==> src/rtl/sram_mem_controller_pkg.sv <==
// Shared constants for the SRAM memory-stage controller.
// Contents: FSM state encodings, default base address, half-select values
// and the wait-counter width helper.
package sram_mem_controller_pkg;

  localparam logic [1:0] MEMC_IDLE = 2'd0;
  localparam logic [1:0] MEMC_LOW  = 2'd1;
  localparam logic [1:0] MEMC_HIGH = 2'd2;
  localparam logic [1:0] MEMC_DONE = 2'd3;

  localparam int unsigned DEFAULT_BASE_ADDR = 32'd1024;

  localparam logic HALF_LOW  = 1'b0;
  localparam logic HALF_HIGH = 1'b1;

  // Zero wait cycles would give a zero-width counter; keep at least one bit.
  function automatic int unsigned wait_cnt_width(input int unsigned wait_cycles);
    return (wait_cycles == 0) ? 1 : $clog2(wait_cycles + 1);
  endfunction

endpackage

==> src/rtl/sram_mem_controller_wait_counter.sv <==
// Phase-length timer for the SRAM controller.
// Ports:
//   clk, rst_n : clock and synchronous active-low reset
//   start      : load WAIT_CYCLES (first cycle of the new phase follows)
//   last       : high on the final cycle of the current phase
module mem_wait_counter
  import sram_mem_controller_pkg::*;
#(
  parameter int unsigned WAIT_CYCLES = 1
) (
  input  logic clk,
  input  logic rst_n,
  input  logic start,
  output logic last
);

  localparam int unsigned CW = wait_cnt_width(WAIT_CYCLES);
  localparam logic [CW-1:0] LOAD = CW'(WAIT_CYCLES);

  logic [CW-1:0] count;

  always_ff @(posedge clk) begin
    if (!rst_n) begin
      count <= '0;
    end else if (start) begin
      count <= LOAD;
    end else if (count != '0) begin
      count <= count - 1'b1;
    end
  end

  assign last = (count == '0);

endmodule

==> src/rtl/sram_mem_controller.sv <==
// Splits each 32-bit MEM-stage load/store into two 16-bit accesses on an
// external asynchronous SRAM, holding ready low while the access is in flight.
// Ports:
//   clk, rst_n            : clock and synchronous active-low reset
//   mem_read, mem_write   : request strobes (write wins if both are high)
//   address, write_data   : byte address and store data
//   read_data             : registered load result
//   ready                 : low while an access is pending (freeze = !ready)
//   sram_addr             : half-word address {word_addr, half}
//   sram_dq_out/oe/in     : SRAM data bus pieces (tristate built above)
//   sram_we_n             : SRAM write enable, active-low
//
// state | meaning
// IDLE  | waiting for a request; latches op, address, data
// LOW   | accessing half-word 0 for WAIT_CYCLES+1 cycles
// HIGH  | accessing half-word 1 for WAIT_CYCLES+1 cycles
// DONE  | one cycle, ready high, read_data valid
module sram_mem_controller
  import sram_mem_controller_pkg::*;
#(
  parameter int unsigned BASE_ADDR   = DEFAULT_BASE_ADDR,
  parameter int unsigned SRAM_ADDR_W = 18,
  parameter int unsigned WAIT_CYCLES = 1
) (
  input  logic                   clk,
  input  logic                   rst_n,
  input  logic                   mem_read,
  input  logic                   mem_write,
  input  logic [31:0]            address,
  input  logic [31:0]            write_data,
  output logic [31:0]            read_data,
  output logic                   ready,
  output logic [SRAM_ADDR_W-1:0] sram_addr,
  output logic [15:0]            sram_dq_out,
  output logic                   sram_dq_oe,
  input  logic [15:0]            sram_dq_in,
  output logic                   sram_we_n
);

  logic [1:0]             state;
  logic                   op_write;
  logic [SRAM_ADDR_W-2:0] word_addr;
  logic [SRAM_ADDR_W-2:0] word_addr_in;
  logic [31:0]            wdata;
  logic                   request;
  logic                   last;
  logic                   start;

  assign request = mem_read | mem_write;

  // Unsigned subtraction; addresses below the base wrap silently.
  assign word_addr_in = (SRAM_ADDR_W-1)'((address - BASE_ADDR) >> 2);

  assign ready = ((state == MEMC_IDLE) && !request) || (state == MEMC_DONE);

  // Reload the timer on entry to each phase.
  assign start = ((state == MEMC_IDLE) && request) || ((state == MEMC_LOW) && last);

  mem_wait_counter #(
    .WAIT_CYCLES(WAIT_CYCLES)
  ) u_wait (
    .clk  (clk),
    .rst_n(rst_n),
    .start(start),
    .last (last)
  );

  // SRAM pins are registered and change on the same edge as the state, so
  // they are stable for every cycle of a phase.
  always_ff @(posedge clk) begin
    if (!rst_n) begin
      state       <= MEMC_IDLE;
      op_write    <= 1'b0;
      word_addr   <= '0;
      wdata       <= '0;
      read_data   <= '0;
      sram_addr   <= '0;
      sram_dq_out <= '0;
      sram_we_n   <= 1'b1;
      sram_dq_oe  <= 1'b0;
    end else begin
      case (state)
        MEMC_IDLE: begin
          if (request) begin
            op_write    <= mem_write;
            word_addr   <= word_addr_in;
            wdata       <= write_data;
            sram_addr   <= {word_addr_in, HALF_LOW};
            sram_dq_out <= write_data[15:0];
            sram_we_n   <= !mem_write;
            sram_dq_oe  <= mem_write;
            state       <= MEMC_LOW;
          end
        end
        MEMC_LOW: begin
          if (last) begin
            if (!op_write) begin
              read_data[15:0] <= sram_dq_in;
            end
            sram_addr   <= {word_addr, HALF_HIGH};
            sram_dq_out <= wdata[31:16];
            state       <= MEMC_HIGH;
          end
        end
        MEMC_HIGH: begin
          if (last) begin
            if (!op_write) begin
              read_data[31:16] <= sram_dq_in;
            end
            sram_we_n  <= 1'b1;
            sram_dq_oe <= 1'b0;
            state      <= MEMC_DONE;
          end
        end
        default: begin
          state <= MEMC_IDLE;
        end
      endcase
    end
  end

endmodule

==> config.mk <==
export PLATFORM = sky130hd
export DESIGN_NAME = sram_mem_controller
export DESIGN_NICKNAME = d
export VERILOG_FILES = /design/src/rtl/sram_mem_controller_pkg.sv /design/src/rtl/sram_mem_controller_wait_counter.sv /design/src/rtl/sram_mem_controller.sv
export SDC_FILE = /design/constraint.sdc
export NUM_CORES = 1
export LEC_CHECK = 0
export BUFFER_PORTS_ARGS = -buffer_cell sky130_fd_sc_hd__buf_4
export CORE_UTILIZATION = 48
export CTS_CLUSTER_DIAMETER = 100
export DETAILED_ROUTE_END_ITERATION = 16
export PLACE_DENSITY = 0.77
export SYNTH_ARGS = -nofsm -noshare
export SYNTH_HDL_FRONTEND = slang
export SYNTH_SLANG_ARGS = --single-unit
==> constraint.sdc <==
create_clock -name clk -period 4.2 [get_ports clk]
set_clock_uncertainty 0.2 [all_clocks]
set_input_delay 1.05 -clock clk [delete_from_list [all_inputs] [get_ports clk]]
set_output_delay 1.05 -clock clk [all_outputs]
set_load 0.01 [all_outputs]
======== Word level (Yosys, flattened, before mapping) ========
Index checks and enable logic that the tools add are counted.
operators by class
  $add $sub $neg .......................... 2
  equal/unequal tests ..................... 6
  multiplexer cells ....................... 18
  bitwise gates (word level) .............. 3
  reductions and logical operators ........ 16
operators by type and width
  kind                                                                   number
  18-bit 2-to-1 mux                                                      2
  18-bit case mux with 2 select lines                                    1
  16-bit 2-to-1 mux                                                      2
  16-bit case mux with 2 select lines                                    1
  19-bit by 11-bit subtractor with 19-bit output, second input constant  1
  3-bit AND reduction                                                    5
  1-bit 2-to-1 mux                                                       6
  2-bit 2-to-1 mux                                                       3
  2-bit inequality test, second input constant                           3
  2-bit case mux with 3 select lines                                     1
  2-bit equality test, second input constant                             2
  1-bit case mux with 2 select lines                                     2
  2-bit nonzero test                                                     2
  1-bit logical AND                                                      3
  2-bit by 1-bit equality test with 1-bit output, second input constant  1
  1-bit zero test                                                        2
  2-bit zero test                                                        1
  1-bit logical OR                                                       2
  1-bit inverter                                                         2
  2-bit AND reduction                                                    1
  1-bit bitwise OR                                                       1
  1-bit subtractor, second input constant                                1
storage, ports and cells
  register bits ........................... 121
  input port bits ......................... 84
  output and inout bits ................... 69

======== Depth between registers and ports, before layout ========
Gate-level depths: netlist (run 1).
  depth after elaboration ................. 4
  depth in mapped cells ................... 9
  mapped depth without buffers ............ 6

======== By module ========
A second synthesis (run 1) with hierarchy kept.
second synthesis, totals
  cell total of the unflattened synthesis .. 501
  area total of the unflattened synthesis .. 4,455.5 um2
modules (own cells, without submodules)
  module               times used  cells each  area each (um2)  seq. area each (um2)
  sram_mem_controller  1           498         4,425.5          2,082.0
  mem_wait_counter     1           3           30.0             20.0

======== Worst setup path after synthesis (run 1) ========
OpenSTA, ideal clock, no wires.
  path type ............................... input to output
  from .................................... input mem_write
  to ...................................... output ready
  data arrival time ....................... 1.488 ns
  data required time ...................... 2.950 ns
  slack ................................... 1.462 ns
  cell stages on the path ................. 2
  cells stage by stage .................... nor3b_4 > or2_2
between the ends
  longest elaborated chain between the ends .. 4
RTL lines
  element            RTL line                   source
  start, declared    sram_mem_controller.sv:28  input logic mem_write,
  1-bit bitwise OR   sram_mem_controller.sv:49  assign request = mem_read | mem_write;
  1-bit zero test    sram_mem_controller.sv:54  assign ready = ((state == MEMC_IDLE) && !request) || (state == MEMC_DONE);
  1-bit logical AND  sram_mem_controller.sv:54
  1-bit logical OR   sram_mem_controller.sv:54
  end, declared      sram_mem_controller.sv:32  output logic ready,
Every way passes these cells.

======== Worst setup path in the final report (run 1) ========
  from .................................... register state[0]
  to ...................................... output ready
between the ends
  longest elaborated chain between the ends .. 3
  elaborated cells on any way between the ends .. 4
  classes of those cells .................. eq/ne (1); reduce/logical (3)
RTL lines
  element                 RTL line                    source
  start, declared         sram_mem_controller.sv:40   logic [1:0] state;
  start signal, assigned  sram_mem_controller.sv:72   state <= MEMC_IDLE;
  start signal, assigned  sram_mem_controller.sv:92   state <= MEMC_LOW;
  start signal, assigned  sram_mem_controller.sv:102  state <= MEMC_HIGH;
  2-bit zero test         sram_mem_controller.sv:54
  1-bit logical AND       sram_mem_controller.sv:54
  1-bit logical OR *      sram_mem_controller.sv:54
Mark *: on every way between the ends. The rest lies on a longest branch, timed or not.

==> flow_metrics.tcl, run 1 <==
set metrics [dict create \
    cp_data_required_time_ns 2.95 \
    vdd_ir_drop_max_mv 0.381 \
    grt_setup_unrepaired "no" \
    power_leakage_uw 0.00267 \
    synth.area.top_cells "dfxtp_1 (47%), nand2_1 (13%), a21boi_0 (9.4%), mux2i_1 (6.2%), o211a_1 (6.2%)" \
    cts_made_buffers 9 \
    n_antenna_cell 0 \
    finalSetupTns_ns 0 \
    port_buffers 137 \
    hold_class "flip-flop to flip-flop" \
    clock-sinks 105 \
    clk_latency_ns 0.35 \
    synth_cell_type_count 43 \
    synth_edf_count 0 \
    yosysSeqAreaShare 0.468 \
    min_period_over_period 0.727 \
    nets 704 \
    htree_num_levels 3 \
    cts_tree "yes" \
    die-area_mm2 0.00974 \
    worstPathArrival_ns 1.80 \
    relSlewSlack 0.279 \
    fillCellCount 764 \
    synthFlopType "dfxtp_1" \
    cts-root-buf "clkbuf_8" \
    drt-pass1-iter-count 5 \
    path_max_fanout 8 \
    p_per_area_mw_per_mm2 658 \
    cts_setup_buffers 0 \
    drc 0 \
    r2r_cells 7 \
    cts_hold_buf 0 \
    holdPathStages 2 \
    synthCells 498 \
    initialDrtViolationCount 96 \
    drt.antenna.violating_nets 0 \
    grt_overflow 0 \
    syn_area_per_cell_um2 9.01 \
    syn-num-nets 587 \
    ys_ff_latch 105 \
    critPathMaxStageDelay_ns 0.37 \
    place_inst 712 \
    grt_antenna_before_repair 0 \
    finish.cell_count_without_fillers 728 \
    grt_pass1_vias 3700 \
    timing_worst_setup_path_type "flip-flop to output port" \
    path_cells "inv_1 -> ha_1 -> nor3b_4 -> or2_2 -> buf_4" \
    cp_slowest_cell "ha_1" \
    cts_resized 0 \
    setup_viol 0 \
    hold_viol_final 0 \
    endpoint_kind "output port" \
    tightest_slew_ns 1.08 \
    wl_per_cell_um 13.8 \
    grt_max_degree 112 \
    rows 34 \
    ys_async_sr_fraction 0 \
    slew_violations 0 \
    drive_above_1_share 0.281 \
    fin_util 0.647 \
    grt_pass1_wl_um 16800 \
    hold_slack_ns 0.266 \
    synth_area_mm2 0.00449 \
    areaGrowthSynthToFinish_pct 28.3 \
    synth_top_area_share 0.468 \
    dp_hpwl_um 7020 \
    vias_per_cell 5.18 \
    synth_top_cell_by_area "dfxtp_1" \
    outcome "finished clean" \
    wirelength_um 10100 \
    cts.clk_slew.worst_paths_ns 0.09 \
    period_minus_slack_ns 3.05 \
    start_util 0.505 \
    die_x_um 98.7 \
    gr-usage-all-layers 0.211 \
    cap_violations 0 \
    die_h_um 98.7 \
    yosys_warnings 0 \
    layout_commonest_cell "nand2_1" \
    clockBufferDepth 2 \
    gp_congestion 0.741 \
    core_mm2 0.00889 \
    fmax_ghz 0.328 \
    ioPinCount 153 \
    layout_common_cells "nand2_1 (153), buf_4 (142), dfxtp_1 (105), a21boi_0 (56)" \
    crit_path_start_kind "flip-flop" \
    vias 3772 \
]
## path summary, 6_finish.rpt
| kind | from | end | slack (ns) |
|---|---|---|---|
| worst max-delay path | state[0] | ready | 1.15 |
| worst min-delay path | read_data[13] | read_data[13] | 0.27 |
| worst max register to register | state[1] | sram_dq_out[12] | 1.58 |
| worst min register to register | read_data[13] | read_data[13] | 0.27 |
## metal layers
layer,GRT usage,share of wire,vias to the layer above
li1,-,-,1910
met3,0.0504,0.059,11
met2,0.366,0.48,104
met4,0.0654,0.012,0
met1,0.260,0.45,1747
met5,0,0,-
## cells in the mapped netlist (2+ instances only)
library cell	number
o21ai_0	13
mux2i_1	28
and2_1	2
nand2b_1	7
buf_1	2
dfxtp_1	105
clkbuf_1	20
or2_2	3
a21boi_0	56
a21oi_1	4
ha_1	5
o32ai_2	2
inv_1	5
nor3b_1	2
o211a_1	28
nand3b_1	2
o21a_1	2
nor3_1	6
nor2_1	7
nand4_1	2
nor2b_1	6
a21boi_1	3
xnor2_1	4
buf_2	13
nand2_1	153
## area by class of cell
type / count / area, µm² / area share
inverters: 5 / 18.8 / 0.00326
well taps: 108 / 135 / 0.0235
clock inverters: 5 / 78.8 / 0.0137
multi-input cells: 352 / 2210 / 0.385
clock buffers: 11 / 141 / 0.0246
flip-flops and latches: 105 / 2100 / 0.365
repair buffers: 142 / 1070 / 0.185
## where the power goes
part	total [µW]	internal, µW	switching, µW
combinational	1640	750	895
clock	679	352	327
sequential	1460	1300	164
## registers in the layout (all words and copies together) (netlist names)
register,count
sram_dq_oe,1
op_write,1
u_wait.count,1
sram_dq_out,16
state,2
word_addr,17
sram_addr,18
sram_we_n,1
wdata,16
read_data,32
## logic make-up (layout without fill, tap and decap cells)
| family | after synthesis | in the layout | share of synthesized area |
|---|---|---|---|
| simple gates | 199 | 199 | 0.199 |
| compound gates | 115 | 115 | 0.207 |
| flops | 105 | 105 | 0.468 |
| buf+inv | 41 | 163 | 0.0396 |
| mux | 28 | 28 | 0.0624 |
| fa+ha+maj | 5 | 5 | 0.0139 |
| xor+xnor | 5 | 5 | 0.00976 |
## worst max-delay path: cells and delay by family (launching register included)
kind                     cells  cell delay (ns)
adder cells (fa/ha/maj)      1             0.37
buffers and inverters        2             0.22
flip-flops                   1             0.34
AND/OR/NAND/NOR              2             0.53
## per-stage QoR
step                      area, µm²  power, µW  setup slack (ns)
after global routing           5760       4060              1.00
after detailed placement       5540       3150              1.17
after floorplan                4490       2540              1.46
after CTS                      5760       3830              1.13
after global placement         5540       3090              1.17
final                          5760       3790              1.15
No activity file was read; power rests on OpenSTA's default activity.
==> run 2, diff against run 1 <==
--- a/config.mk
+++ b/config.mk
@@ -6,10 +6,10 @@
 export NUM_CORES = 1
 export LEC_CHECK = 0
 export BUFFER_PORTS_ARGS = -buffer_cell sky130_fd_sc_hd__buf_4
-export CORE_UTILIZATION = 48
+export CORE_UTILIZATION = 45
 export CTS_CLUSTER_DIAMETER = 100
 export DETAILED_ROUTE_END_ITERATION = 16
-export PLACE_DENSITY = 0.77
+export PLACE_DENSITY = 0.76
 export SYNTH_ARGS = -nofsm -noshare
 export SYNTH_HDL_FRONTEND = slang
 export SYNTH_SLANG_ARGS = --single-unit
==> constraint.sdc (replaced) <==
create_clock -name clk -period 2.5 [get_ports clk]
set_clock_uncertainty 0.2 [all_clocks]
set_input_delay 0.625 -clock clk [delete_from_list [all_inputs] [get_ports clk]]
set_output_delay 0.625 -clock clk [all_outputs]
set_load 0.01 [all_outputs]
==> flow_metrics.tcl, run 2 (synthesized netlist as in run 1, its figures left out) <==
set metrics [dict create \
    drt.antenna.violating_nets 0 \
    n_antenna_cell 0 \
    wl_per_cell_um 13.4 \
    vias 3808 \
    grt_setup_unrepaired "no" \
    grt_overflow 0 \
    setup_viol 0 \
    vdd_ir_drop_max_mv 0.641 \
    areaGrowthSynthToFinish_pct 29.7 \
    met3_usage 0.0773 \
    power_leakage_uw 0.00269 \
    drive_above_1_share 0.289 \
    grt.busiest_layer "met2" \
    die_x_um 102 \
    finalPower_uw 6260 \
    gp_congestion 0.743 \
    path_max_fanout 4 \
    use_met2 0.352 \
    finish.cell_count_without_fillers 759 \
    cp_data_required_time_ns 1.67 \
    die_h_um 102 \
    ioPinCount 153 \
    port_buffers 137 \
    die-area_mm2 0.0104 \
    endpoint_kind "output port" \
    fillCellCount 908 \
    use_met1 0.238 \
    drt-pass1-iter-count 4 \
    start_util 0.461 \
    cap_violations 0 \
    htree_num_levels 3 \
    grt_pass1_wl_um 16600 \
    period_minus_slack_ns 2.40 \
    vias_per_cell 5.02 \
    core_mm2 0.00973 \
    finalSetupTns_ns 0 \
    crit_path_start_kind "flip-flop" \
    min_period_over_period 0.960 \
    largest_reg_flops 32 \
    dp_hpwl_um 6990 \
    grt_max_degree 58 \
    tightest_slew_ns 0.671 \
    hold_class "flip-flop to flip-flop" \
    top_regs "read_data: 32 flops, sram_addr: 18 flops, word_addr: 17 flops" \
    rows 36 \
    relSlewSlack 0.552 \
    hold_viol_final 0 \
    cts_hold_buf 0 \
    timing_worst_setup_path_type "flip-flop to output port" \
    clock-sinks 105 \
    grt_antenna_before_repair 0 \
    worstPathArrival_ns 1.57 \
    fmax_ghz 0.417 \
    regMostFlops "read_data" \
    clockBufferDepth 2 \
    cts_made_buffers 9 \
    clk_latency_ns 0.35 \
    cts_tree "yes" \
    fin_util 0.599 \
    place_inst 743 \
    drc 0 \
    grt_pass1_vias 3626 \
    layout_commonest_cell "nand2_1" \
    cts-root-buf "clkbuf_8" \
    nets 710 \
    cts.clk_slew.worst_paths_ns 0.10 \
    initialDrtViolationCount 106 \
    layout_common_cells "nand2_1 (153), buf_4 (145), dfxtp_1 (104), a21boi_0 (56)" \
    p_per_area_mw_per_mm2 1070 \
    gr-usage-all-layers 0.202 \
    wirelength_um 10200 \
    outcome "finished clean" \
    slew_violations 0 \
]
==> run 2: cell count changes in the layout (fill, tap and decap cells not counted), sizes merged <==
cell      previous run  this run
inv                  5         6
clkinv               3         4
buf                142       148
clkbuf              11        10
clkinvlp             0         1
bufinv               2         0
==> run 2: layout make-up <==
cell class	count	area (µm²)	share of cell area
clock buffers	10	128	0.0219
clock inverters	6	43.8	0.00752
inverters	5	18.8	0.00322
multi-input cells	352	2210	0.380
flip-flops and latches	105	2100	0.361
well taps	133	166	0.0286
repair buffers	148	1150	0.197
==> run 2: path summary, 6_finish.rpt <==
kind / end / cells after the start / slack (ns) / from
worst min-delay path: read_data[13] / 2 / 0.26 / read_data[13]
worst max register to register: sram_addr[2] / 8 / 0.43 / state[1]
worst min register to register: read_data[13] / 2 / 0.26 / read_data[13]
worst max-delay path: ready / 5 / 0.10 / state[1]
==> run 2: metal layers <==
| layer | part of all wire | routed length, µm |
|---|---|---|
| met2 | 0.48 | 4920 |
| met4 | 0.0031 | 31 |
| met1 | 0.43 | 4410 |
| met3 | 0.079 | 798 |
| met5 | 0 | 0 |
==> run 2: power breakdown <==
part	leakage (µW)	switching (µW)	internal, µW
Sequential	0.000864	273	2190
Combinational	0.00174	1530	1330
Clock	0.0000866	573	367
Total	0.00269	2380	3880
==> run 2: critical path, cell delays in order (launching register included) <==
cell and delay [ns]:
dfxtp_1 0.38, inv_1 0.08, ha_1 0.19, nor3b_4 0.15
or2_2 0.27, buf_4 0.15
==> run 2: what timing repair did <==
| item | 4_1_cts | 5_1_grt |
|---|---|---|
| endpoints found under the setup margin | 0 | 1 |
| hold endpoints to repair | 0 | 0 |
| setup buffers | 0 | 0 |
| resized for setup | 0 | 1 |
==> run 2: stage by stage <==
step	area (µm²)	hold slack [ns]	setup WS (ns)
2_1_floorplan	4490	0.243	0.493
3_3_place_gp	5650	0.243	0.440
3_5_place_dp	5650	0.247	0.416
4_1_cts	5820	0.262	0.0685
5_1_grt	5820	0.287	0.0104
6_report	5820	0.260	0.100
==> run 3, diff against run 2 <==
--- a/config.mk
+++ b/config.mk
@@ -6,10 +6,12 @@
 export NUM_CORES = 1
 export LEC_CHECK = 0
 export BUFFER_PORTS_ARGS = -buffer_cell sky130_fd_sc_hd__buf_4
-export CORE_UTILIZATION = 45
+export CELL_PAD_IN_SITES_DETAIL_PLACEMENT = 0
+export CELL_PAD_IN_SITES_GLOBAL_PLACEMENT = 1
+export CORE_UTILIZATION = 33
 export CTS_CLUSTER_DIAMETER = 100
 export DETAILED_ROUTE_END_ITERATION = 16
-export PLACE_DENSITY = 0.76
+export PLACE_DENSITY_LB_ADDON = 0.1
 export SYNTH_ARGS = -nofsm -noshare
 export SYNTH_HDL_FRONTEND = slang
 export SYNTH_SLANG_ARGS = --single-unit
==> flow_metrics.tcl, run 3 (synthesized netlist as in run 1, its figures left out) <==
set metrics [dict create \
    place_inst 790 \
    clock-sinks 105 \
    vias_per_cell 4.72 \
    crit_start "state[0]" \
    wirelength_um 11000 \
    dp_hpwl_um 7570 \
    grt_max_degree 51 \
    min_period_over_period 0.958 \
    drt.antenna.violating_nets 0 \
    vdd_ir_drop_max_mv 0.391 \
    die_h_um 119 \
    crit_path_start_kind "flip-flop" \
    setup_ws_ns 0.105 \
    power_leakage_uw 0.00276 \
    cap_violations 0 \
    nets 715 \
    vias 3802 \
    finalPower_uw 6760 \
    rr_startpoint "state[1]" \
    grt_overflow 0 \
    r2r_cells 7 \
    cts-root-buf "clkbuf_16" \
    slew_violations 0 \
    gr-usage-all-layers 0.162 \
    relSlewSlack 0.669 \
    worstPathArrival_ns 1.57 \
    hold_class "flip-flop to flip-flop" \
    grt_pass1_wl_um 17900 \
    largest_reg_flops 32 \
    layout_common_cells "nand2_1 (153), buf_4 (151), dfxtp_1 (103), a21boi_0 (56)" \
    grt_setup_unrepaired "no" \
    clockBufferDepth 2 \
    finalSetupTns_ns 0 \
    ioPinCount 153 \
    wl_per_cell_um 13.7 \
    cts_tree "yes" \
    finish.cell_count_without_fillers 806 \
    timing_worst_setup_path_type "flip-flop to output port" \
    tightest_slew_ns 0.496 \
    intPower_uw 4320 \
    p_per_area_mw_per_mm2 1120 \
    hold_path.startpoint "read_data[3]" \
    crit_path_end "ready" \
    die_x_um 119 \
    areaGrowthSynthToFinish_pct 34.1 \
    rows 42 \
    fmax_ghz 0.418 \
    regMostFlops "read_data" \
    endpoint_kind "output port" \
    grt_pass1_vias 3636 \
    pwr-share-clk 0.205 \
    layout_commonest_cell "nand2_1" \
    htree_num_levels 3 \
    swShare 0.361 \
    outcome "finished clean" \
    start_util 0.339 \
    dp_slack_ns 0.310 \
    gp_congestion 0.709 \
    cts_made_buffers 9 \
    period_minus_slack_ns 2.39 \
    reg2reg_to "sram_addr[14]" \
    drc 0 \
    die-area_mm2 0.0141 \
    core_mm2 0.0132 \
    p_switching_uw 2440 \
    initialDrtViolationCount 112 \
    drt-pass1-iter-count 4 \
    cts_hold_buf 0 \
    port_buffers 137 \
    drive_above_1_share 0.295 \
    path_max_fanout 4 \
    clk_latency_ns 0.34 \
    seqPwrFrac 0.363 \
    setup_viol 0 \
    top_regs "read_data: 32 flops, sram_addr: 18 flops, word_addr: 17 flops" \
    ff2ff_setup_slack_ns 0.40 \
    power_frac_comb 0.432 \
    grt_antenna_before_repair 0 \
    cts.clk_slew.worst_paths_ns 0.07 \
    cp_data_required_time_ns 1.67 \
    n_antenna_cell 0 \
    hold_viol_final 0 \
]
==> run 3: cell count changes in the layout (fill, tap and decap cells not counted), sizes merged <==
cell | previous run | this run
bufinv | 0 | 1
inv | 6 | 5
clkinvlp | 1 | 0
buf | 148 | 153
==> run 3: layer usage <==
metal | share of wire | up-vias | routed length, µm | global-route usage
met5 | 0 | - | 0 | 0
met4 | 0.015 | 0 | 165 | 0.0744
met3 | 0.063 | 11 | 699 | 0.0497
met2 | 0.47 | 86 | 5120 | 0.257
met1 | 0.46 | 1768 | 5030 | 0.199
li1 | - | 1937 | - | -
==> run 3: repair_timing <==
action | 4_1_cts | 5_1_grt
gates resized for setup | 0 | 2
endpoints found under the setup margin | 0 | 1
setup buffers | 0 | 1
==> run 3: final cells by class <==
type                       count  area [µm²]
clock buffer                  10         229
clock inverter                 5        57.6
fill                        1370        7220
inverter                       5        18.8
multi-input combinational    352        2210
sequential                   105        2100
tap                          176         220
timing repair buffer         153        1170
==> run 3: stage by stage <==
stage	hold WS (ns)	util	area [µm²]
final	0.254	0.454	6020
after global routing	0.280	0.454	6020
after CTS	0.259	0.454	6010
after detailed placement	0.249	0.432	5720
after global placement	0.244	0.432	5720
after floorplan	0.243	-	4490
==> run 3: critical path, cell delays in order (launching register included) <==
cell and delay [ns]:
dfxtp_2 0.35, inv_1 0.07, ha_1 0.22, nor3b_4 0.16
or2_2 0.27, buf_4 0.15
==> run 3: worst min path at each step <==
stage,to,slack (ns),depth (start not counted)
floorplan,wdata[16],0.24,2
global placement,read_data[3],0.24,2
global route,read_data[10],0.28,2
detailed placement,read_data[3],0.25,2
CTS,read_data[3],0.26,2
finish,read_data[3],0.25,2
==> run 3: power by group through the flow <==
stage                     registers (µW)  logic, µW  clock network (µW)
final                               2450       2920                1390
after global routing                2520       3240                1520
after CTS                           2460       2970                1450
after detailed placement            2490       2970                   0
after global placement              2470       2930                   0
after floorplan                     2620       1660                   0
